==> src/rtl/stim_pkg.sv <==
`default_nettype none
// ============================================================================
// Module      : stim_pkg
// Description : Shared encodings and helpers for the AND-gate stimulus
//               sequencer (FSM state codes, binary-to-Gray conversion).
// Revision    : 1.0 - initial release
// ============================================================================
package stim_pkg;

    localparam int c_vec_w = 3;

    localparam logic [1:0] IDLE  = 2'd0;
    localparam logic [1:0] DRIVE = 2'd1;
    localparam logic [1:0] HOLD  = 2'd2;
    localparam logic [1:0] DONE  = 2'd3;

    function automatic logic [c_vec_w-1:0] bin2gray(input logic [c_vec_w-1:0] bin);
        return bin ^ (bin >> 1);
    endfunction

endpackage : stim_pkg
`default_nettype wire

==> src/rtl/stim_hold_counter.sv <==
`default_nettype none
// ============================================================================
// Module      : stim_hold_counter
// Description : Hold-phase cycle counter: load to 1, count up on enable,
//               flag when the count equals the supplied limit.
// Revision    : 1.0 - initial release
// ============================================================================
module stim_hold_counter #(
    parameter int HOLD_W = 4
) (
    input  logic              clk,
    input  logic              rst,
    input  logic              i_load,
    input  logic              i_en,
    input  logic [HOLD_W-1:0] i_limit,
    output logic              o_tc
);

    logic [HOLD_W-1:0] r_count_q;
    logic [HOLD_W-1:0] w_count_d;

    always_comb begin
        w_count_d = r_count_q;
        if (i_load) begin
            w_count_d = HOLD_W'(1);
        end else if (i_en) begin
            w_count_d = r_count_q + 1'b1;
        end
    end

    always_ff @(posedge clk) begin
        if (rst) begin
            r_count_q <= '0;
        end else begin
            r_count_q <= w_count_d;
        end
    end

    assign o_tc = (r_count_q == i_limit);

endmodule : stim_hold_counter
`default_nettype wire

==> src/rtl/and_gate_stim_gen.sv <==
`default_nettype none
// ============================================================================
// Module      : and_gate_stim_gen
// Description : Sweeps every 3-bit input vector into a three-input AND gate
//               over a valid/ready handshake with a programmable hold time.
//               Define STIM_GRAY_EN to drive vectors in Gray order.
// Revision    : 1.0 - initial release
// ============================================================================
module and_gate_stim_gen
    import stim_pkg::*;
#(
    parameter int WIDTH  = 3,
    parameter int HOLD_W = 4,
    parameter int SWP_W  = 8
) (
    input  logic              clk,
    input  logic              rst,
    input  logic              start,
    input  logic [HOLD_W-1:0] hold_cycles,
    input  logic [SWP_W-1:0]  num_sweeps,
    input  logic              vec_ready,
    output logic              out_a,
    output logic              out_b,
    output logic              out_c,
    output logic              vec_valid,
    output logic [WIDTH-1:0]  vec_idx,
    output logic              busy,
    output logic              done
);

    logic [1:0]        r_state_q;
    logic [1:0]        w_state_d;
    logic [WIDTH-1:0]  r_idx_q;
    logic [WIDTH-1:0]  w_idx_d;
    logic [SWP_W-1:0]  r_sweep_q;
    logic [SWP_W-1:0]  w_sweep_d;
    logic [HOLD_W-1:0] r_hold_q;
    logic [HOLD_W-1:0] w_hold_d;
    logic [SWP_W-1:0]  r_nsw_q;
    logic [SWP_W-1:0]  w_nsw_d;

    logic              w_cnt_load;
    logic              w_cnt_en;
    logic              w_hold_tc;
    logic              w_last_idx;
    logic              w_last_sweep;
    logic              w_driving;
    logic [WIDTH-1:0]  w_vec;

    assign w_last_idx   = (r_idx_q == {WIDTH{1'b1}});
    assign w_last_sweep = (r_sweep_q == (r_nsw_q - 1'b1));

    always_comb begin
        w_state_d  = r_state_q;
        w_idx_d    = r_idx_q;
        w_sweep_d  = r_sweep_q;
        w_hold_d   = r_hold_q;
        w_nsw_d    = r_nsw_q;
        w_cnt_load = 1'b0;
        w_cnt_en   = 1'b0;

        case (r_state_q)
            IDLE: begin
                if (start) begin
                    // Zero settings are promoted to one so a run always makes progress.
                    w_hold_d  = (hold_cycles == '0) ? HOLD_W'(1) : hold_cycles;
                    w_nsw_d   = (num_sweeps == '0) ? SWP_W'(1) : num_sweeps;
                    w_idx_d   = '0;
                    w_sweep_d = '0;
                    w_state_d = DRIVE;
                end
            end
            DRIVE: begin
                if (vec_ready) begin
                    w_cnt_load = 1'b1;
                    w_state_d  = HOLD;
                end
            end
            HOLD: begin
                if (w_hold_tc) begin
                    if (!w_last_idx) begin
                        w_idx_d   = r_idx_q + 1'b1;
                        w_state_d = DRIVE;
                    end else if (!w_last_sweep) begin
                        w_idx_d   = '0;
                        w_sweep_d = r_sweep_q + 1'b1;
                        w_state_d = DRIVE;
                    end else begin
                        w_idx_d   = '0;
                        w_state_d = DONE;
                    end
                end else begin
                    w_cnt_en = 1'b1;
                end
            end
            DONE: begin
                w_state_d = IDLE;
            end
            default: begin
                w_state_d = IDLE;
            end
        endcase
    end

    always_ff @(posedge clk) begin
        if (rst) begin
            r_state_q <= IDLE;
            r_idx_q   <= '0;
            r_sweep_q <= '0;
            r_hold_q  <= '0;
            r_nsw_q   <= '0;
        end else begin
            r_state_q <= w_state_d;
            r_idx_q   <= w_idx_d;
            r_sweep_q <= w_sweep_d;
            r_hold_q  <= w_hold_d;
            r_nsw_q   <= w_nsw_d;
        end
    end

    stim_hold_counter #(
        .HOLD_W (HOLD_W)
    ) u_hold_cnt (
        .clk     (clk),
        .rst     (rst),
        .i_load  (w_cnt_load),
        .i_en    (w_cnt_en),
        .i_limit (r_hold_q),
        .o_tc    (w_hold_tc)
    );

`ifdef STIM_GRAY_EN
    assign w_vec = bin2gray(r_idx_q);
`else
    assign w_vec = r_idx_q;
`endif

    // The vector stays on the pins through HOLD so the gate output can settle.
    assign w_driving = (r_state_q == DRIVE) || (r_state_q == HOLD);

    assign out_a     = w_driving & w_vec[2];
    assign out_b     = w_driving & w_vec[1];
    assign out_c     = w_driving & w_vec[0];
    assign vec_valid = (r_state_q == DRIVE);
    assign vec_idx   = r_idx_q;
    assign busy      = (r_state_q != IDLE);
    assign done      = (r_state_q == DONE);

endmodule : and_gate_stim_gen
`default_nettype wire

==> config.mk <==
export PLATFORM = sky130hd
export DESIGN_NAME = and_gate_stim_gen
export DESIGN_NICKNAME = d
export VERILOG_FILES = /design/src/rtl/stim_pkg.sv /design/src/rtl/stim_hold_counter.sv /design/src/rtl/and_gate_stim_gen.sv
export SDC_FILE = /design/constraint.sdc
export NUM_CORES = 1
export LEC_CHECK = 0
export ABC_CLOCK_PERIOD_IN_PS = 3200
export BUFFER_PORTS_ARGS = -buffer_cell sky130_fd_sc_hd__buf_2
export CAP_MARGIN = 10
export CORE_MARGIN = 2
export CORE_UTILIZATION = 40
export DETAILED_ROUTE_END_ITERATION = 12
export SLEW_MARGIN = 10
export SYNTH_ARGS = -nofsm -noshare
export SYNTH_HDL_FRONTEND = slang
export SYNTH_HIERARCHICAL = 1
export SYNTH_SLANG_ARGS = --single-unit
==> constraint.sdc <==
create_clock -name clk -period 3.2 [get_ports clk]
set_input_delay 0.64 -clock clk [delete_from_list [all_inputs] [get_ports clk]]
set_output_delay 0.64 -clock clk [all_outputs]
set_load 0.02 [all_outputs]
# Word-level counts from Yosys, hierarchy flattened
# Index checks and enable logic that the tools add are counted.
totals:
  in_bits: 16
  out_inout_bits: 9
  reg_bits: 29
  elab_cells: 60
op_classes:
  muxes: 23
  n_reduce_logical: 12
  bitwise_logic: 3
  addsub: 4
  n_eq_ne: 11
op_table:
  columns: ["cell", "n"]
  rows:
  - ["8-bit two-way mux", 5]
  - ["8-bit one-hot mux with 2 select lines", 1]
  - ["2-bit two-way mux", 5]
  - ["3-bit two-way mux", 3]
  - ["8-bit by 1-bit adder with 8-bit output (second input constant)", 1]
  - ["8-bit == test", 1]
  - ["8-bit zero test", 1]
  - ["2-bit != test (second input constant)", 4]
  - ["2-bit one-hot mux with 4 select lines", 1]
  - ["8-bit by 1-bit subtractor with 8-bit output (second input constant)", 1]
  - ["1-bit two-way mux", 6]
  - ["3-bit one-hot mux with 2 select lines", 1]
  - ["3-bit AND reduction", 2]
  - ["2-bit nonzero test", 3]
  - ["5-bit AND reduction", 1]
  - ["4-bit by 1-bit adder with 4-bit output (second input constant)", 1]
  - ["2-bit == test (second input constant)", 2]
  - ["4-bit == test", 1]
  - ["4-bit zero test", 1]
  - ["4-bit two-way mux", 1]
  - ["3-bit by 1-bit adder with 3-bit output (second input constant)", 1]
  - ["1-bit AND", 3]
  - ["3-bit == test (second input constant)", 1]
  - ["2-bit by 1-bit == test with 1-bit output (second input constant)", 1]
  - ["other kinds (5)", 5]

# Logic depth before layout (Yosys ltp)
depth:
  ltp_word: 6
  depth_mapped: 9
  depth_no_buf: 8

# Cells and area by module
# Netlist, hierarchy kept.
modules_own_cells:
  columns: ["module", "instances", "area_each_um2", "seq_area_each_um2", "cells_per_inst"]
  rows:
  - ["and_gate_stim_gen", 1, 1505.2, 500.5, 188]
  - ["stim_hold_counter", 1, 221.5, 80.1, 22]

# Worst setup path before layout
# OpenSTA, ideal clock, no wires.
synth_timing:
  path_kind: "reg2reg"
  start: "register u_hold_cnt.r_count_q[0]"
  end: "register r_sweep_q[6]"
  required_ps: 3130
  setup_ps: 70
  t_arrival_ps: 2469
  n_path_buf: 1
  synth_period_minus_slack_ps: 2539
  path_stages_with_launch: 9
  setup_slack_ps: 661
  cell_sequence: "dfxtp_1 -> xor2_1 -> nor4_1 -> nand2_1 -> a21o_2 -> or2_2 -> buf_1 -> or4_1 -> a21oi_1"
synth_between:
  elab_chain_len: 3
synth_lines:
  columns: ["element", "line", "rtl"]
  rows:
  - ["start: declaration", "stim_hold_counter.sv:19", "logic [HOLD_W-1:0] r_count_q;"]
  - ["start signal: assignment", "stim_hold_counter.sv:35", "r_count_q <= w_count_d;"]
  - ["4-bit == test", "stim_hold_counter.sv:39", "assign o_tc = (r_count_q == i_limit);"]
  - ["net w_hold_tc", "and_gate_stim_gen.sv:44", "logic w_hold_tc;"]
  - ["2-bit by 1-bit != test with 1-bit output (no line)", null, null]
  - ["5-bit AND reduction (no line)", null, null]
  - ["end signal: assignment", "and_gate_stim_gen.sv:115", "r_sweep_q <= w_sweep_d;"]
  - ["end: declaration", "and_gate_stim_gen.sv:35", "logic [SWP_W-1:0] r_sweep_q;"]
# The timed path passes the listed nets, and every way through them passes these cells.
# A chain may end at the register's enable or synchronous reset.

# Final worst setup path
layout_timing:
  start: "register r_state_q[1]"
  end: "register r_sweep_q[6]"
layout_between:
  elab_chain_len: 3
  word_cells_on_any_way: 9
  classes_between: "eq/ne (5); mux (1); reduce/logical (3)"
layout_lines:
  columns: ["element", "line", "rtl"]
  rows:
  - ["start: declaration", "and_gate_stim_gen.sv:31", "logic [1:0] r_state_q;"]
  - ["start signal: assignment", "and_gate_stim_gen.sv:113", "r_state_q <= w_state_d;"]
  - ["2-bit == test or 2-bit zero test (tied branches)", "and_gate_stim_gen.sv:62", "case (r_state_q)"]
  - ["2-bit != test (no line), or another cell as far along", null, null]
  - ["5-bit AND reduction (no line)", null, null]
# Several ways; a longest one is shown, not always the timed one.

==> results.json <==
{
  "ys_top_cells_by_count": "29 x dfxtp_1, 28 x nand2_1, 23 x a21oi_1",
  "clkLatencyLatePin_ns": 0.28,
  "synth_seq_cells": 29,
  "synth_top_area_share_pct": 33.6,
  "fin_cells": 284,
  "antenna_left": 0,
  "hold_end": "r_hold_q[1]",
  "drtPass1Iterations": 4,
  "ys.flop_type": "dfxtp_1",
  "crit_path_end_kind": "flip-flop",
  "via_per_inst": 5.46,
  "setup_viol": 0,
  "cellLeakagePower_nw": 0.806,
  "overflow": 0,
  "post_cts_buffers": 0,
  "wl_per_cell_microns": 13.2,
  "dp_cells": 276,
  "avgSynthCellArea_sq_um": 8.22,
  "period_share_pct": 74.6,
  "hpwl_microns": 2680,
  "grt_pass1_vias": 1362,
  "p_int_w": 0.000852,
  "chipHeight_microns": 69.7,
  "pwr-share-comb_pct": 36.4,
  "cts_inserted_buffers": 5,
  "switching_power_w": 0.000511,
  "finalSetupTns_ns": 0,
  "final-hold-violation-count": 0,
  "holdPathStages": 2,
  "crit_arrival_ns": 2.59,
  "cts.sinks": 29,
  "rows": 23,
  "cts_hold_buf": 0,
  "cts_tree": "yes",
  "clock.fmax_ghz": 0.419,
  "clk_pin_slew_ns": 0.07,
  "placed_cell_area_sq_mm": 0.00186,
  "finalPower_w": 0.00136,
  "area_growth_pct": 14.4,
  "io_pins": 25,
  "hold_start": "r_hold_q[1]",
  "ff2ff_setup_slack_ns": 0.81,
  "htreeDepth": 2,
  "sw_frac_of_total_pct": 37.5,
  "drv_cap": 0,
  "grt_max_degree": 27,
  "ys_seq_area_share_pct": 33.6,
  "gp_congestion": 0.797,
  "drive_gt1_share_pct": 20.1,
  "max-slew-margin-rel_pct": 67.8,
  "crit_fanout": 11,
  "grt_pass1_wl_microns": 6330,
  "final_util_pct": 48.3,
  "power_density_mw_per_mm2": 690,
  "worst_pin_slew_ns": 0.483,
  "start_util_pct": 42.3,
  "die_w_microns": 69.7,
  "fp.coreArea_sq_mm": 0.00409,
  "synth_cell_types": 47,
  "reg2reg_depth": 8,
  "post-route-min-period_ns": 2.39,
  "stdcell_area_sq_mm": 0.00198,
  "rsz0062_at_grt": "false",
  "drt_wl_total_microns": 3750,
  "status": "finished clean",
  "yosysWarningCount": 6,
  "cp.required_ns": 3.41,
  "synth_edf_count": 0,
  "critPathKind": "flip-flop to flip-flop",
  "cts_resized": 0,
  "synth.most_common_cell": "dfxtp_1",
  "synth_area_leader_cell": "dfxtp_1",
  "grtUsageTotal_pct": 16.2,
  "drcViolationCount": 0,
  "cp-start-kind": "flip-flop",
  "portBuffers": 24,
  "ys_async_sr_fraction_pct": 0,
  "drt-initial-drc-count": 76,
  "seqPwrFrac_pct": 34.2,
  "holdCritPathClass": "flip-flop to flip-flop",
  "die_area_sq_mm": 0.00486,
  "power.clock.fraction_pct": 29.5,
  "antennaDiodeCount": 0,
  "antenna_found_initial": 0,
  "postSynthNetCount": 236,
  "reg2reg_to": "r_sweep_q[6]",
  "drv_slew": 0,
  "final_nets": 259,
  "finClkSkew_ns": 0.00624,
  "synthTopCellsByArea": "dfxtp_1 34%, ha_1 7.2%, a21oi_1 6.7%",
  "irDropWorstVdd_mv": 0.433,
  "clock-root-buffer": "clkbuf_8",
  "syn_inst": 210,
  "r2r-start": "r_state_q[1]",
  "syn_area_sq_mm": 0.00173,
  "cts_buffer_depth": 2,
  "vias": 1551
}
## cell families (layout without fill, tap and decap cells)
group,Yosys count,count (layout),share of synthesized area [%]
adders and majority gates,10,10,7.25
DFF,29,29,33.6
buffers and inverters,20,44,5.94
AOI/OAI and AO/OA,54,54,20.2
xor gates and xnor gates,12,12,6.09
and+or+nand+nor,82,82,25.1
muxes,3,3,1.81
## flip-flops by register name, summed over array words and instances, names as in the netlist
signal	cells
r_nsw_q	8
r_sweep_q	8
r_hold_q	4
u_hold_cnt/r_count_q	4
vec_idx	3
r_state_q	2
## worst max-delay path: stages, from the launching register on
cell      delay, ns
dfxtp_1        0.43
inv_1          0.11
ha_1           0.25
nand2b_2       0.13
o21ai_1        0.12
a21o_2         0.28
or2_2          0.36
or4_1          0.47
a21oi_1        0.15
## routing by layer
metal / global-route usage [%] / share of wire (%) / vias to the layer above
li1: - / - / 801
met1: 22.1 / 51 / 722
met2: 24.5 / 44 / 26
met3: 4.80 / 4.6 / 2
met4: 5.13 / 0.69 / 0
met5: 0 / 0 / -
## final cells by class
type	instances	area [sq um]
clock buffers	6	82.6
inverters	11	41.3
repair buffers	25	128
flip-flops and latches	29	581
multi-input cells	161	1040
well taps	50	62.6
clock inverters	2	37.5
fillers	419	2110
## stage by stage
| stage | setup WS (ns) | hold WS [ns] |
|---|---|---|
| floorplan | 0.661 | 0.448 |
| global placement | 0.838 | 0.459 |
| detailed placement | 0.857 | 0.465 |
| CTS | 0.821 | 0.474 |
| global route | 0.649 | 0.490 |
| finish | 0.814 | 0.472 |
## worst max-delay path by stage
stage / start / end / cells past startpoint
global route: r_state_q[1] / r_sweep_q[6] / 8
finish: r_state_q[1] / r_sweep_q[6] / 8
CTS: r_state_q[1] / r_sweep_q[6] / 8
global placement: r_state_q[1] / r_sweep_q[6] / 8
detailed placement: r_state_q[1] / r_sweep_q[6] / 8
floorplan: u_hold_cnt/r_count_q[0] / r_sweep_q[6] / 8
## cells in the final DEF, fill, tap and decap left out, types with 6 or more instances in the layout
master / Yosys / routed
dfxtp_1: 29 / 29
nand2_1: 28 / 28
buf_2: 0 / 24
a21oi_1: 23 / 23
inv_1: 11 / 11
ha_1: 10 / 10
nor3_1: 8 / 8
nor2_1: 7 / 7
xor2_1: 7 / 7
nand3_1: 6 / 6
o21ai_0: 6 / 6
or4_1: 6 / 6
clkbuf_8: 1 / 6
## power by group through the flow
stage               Clock (W)  Sequential, W  Combinational, W
global placement            0       0.000473          0.000497
finish               0.000401       0.000466          0.000496
detailed placement          0       0.000474          0.000498
CTS                  0.000413       0.000465          0.000501
global route         0.000435       0.000472          0.000561
floorplan                   0       0.000460          0.000395
Note: power is estimated with default switching activity, not from simulation.
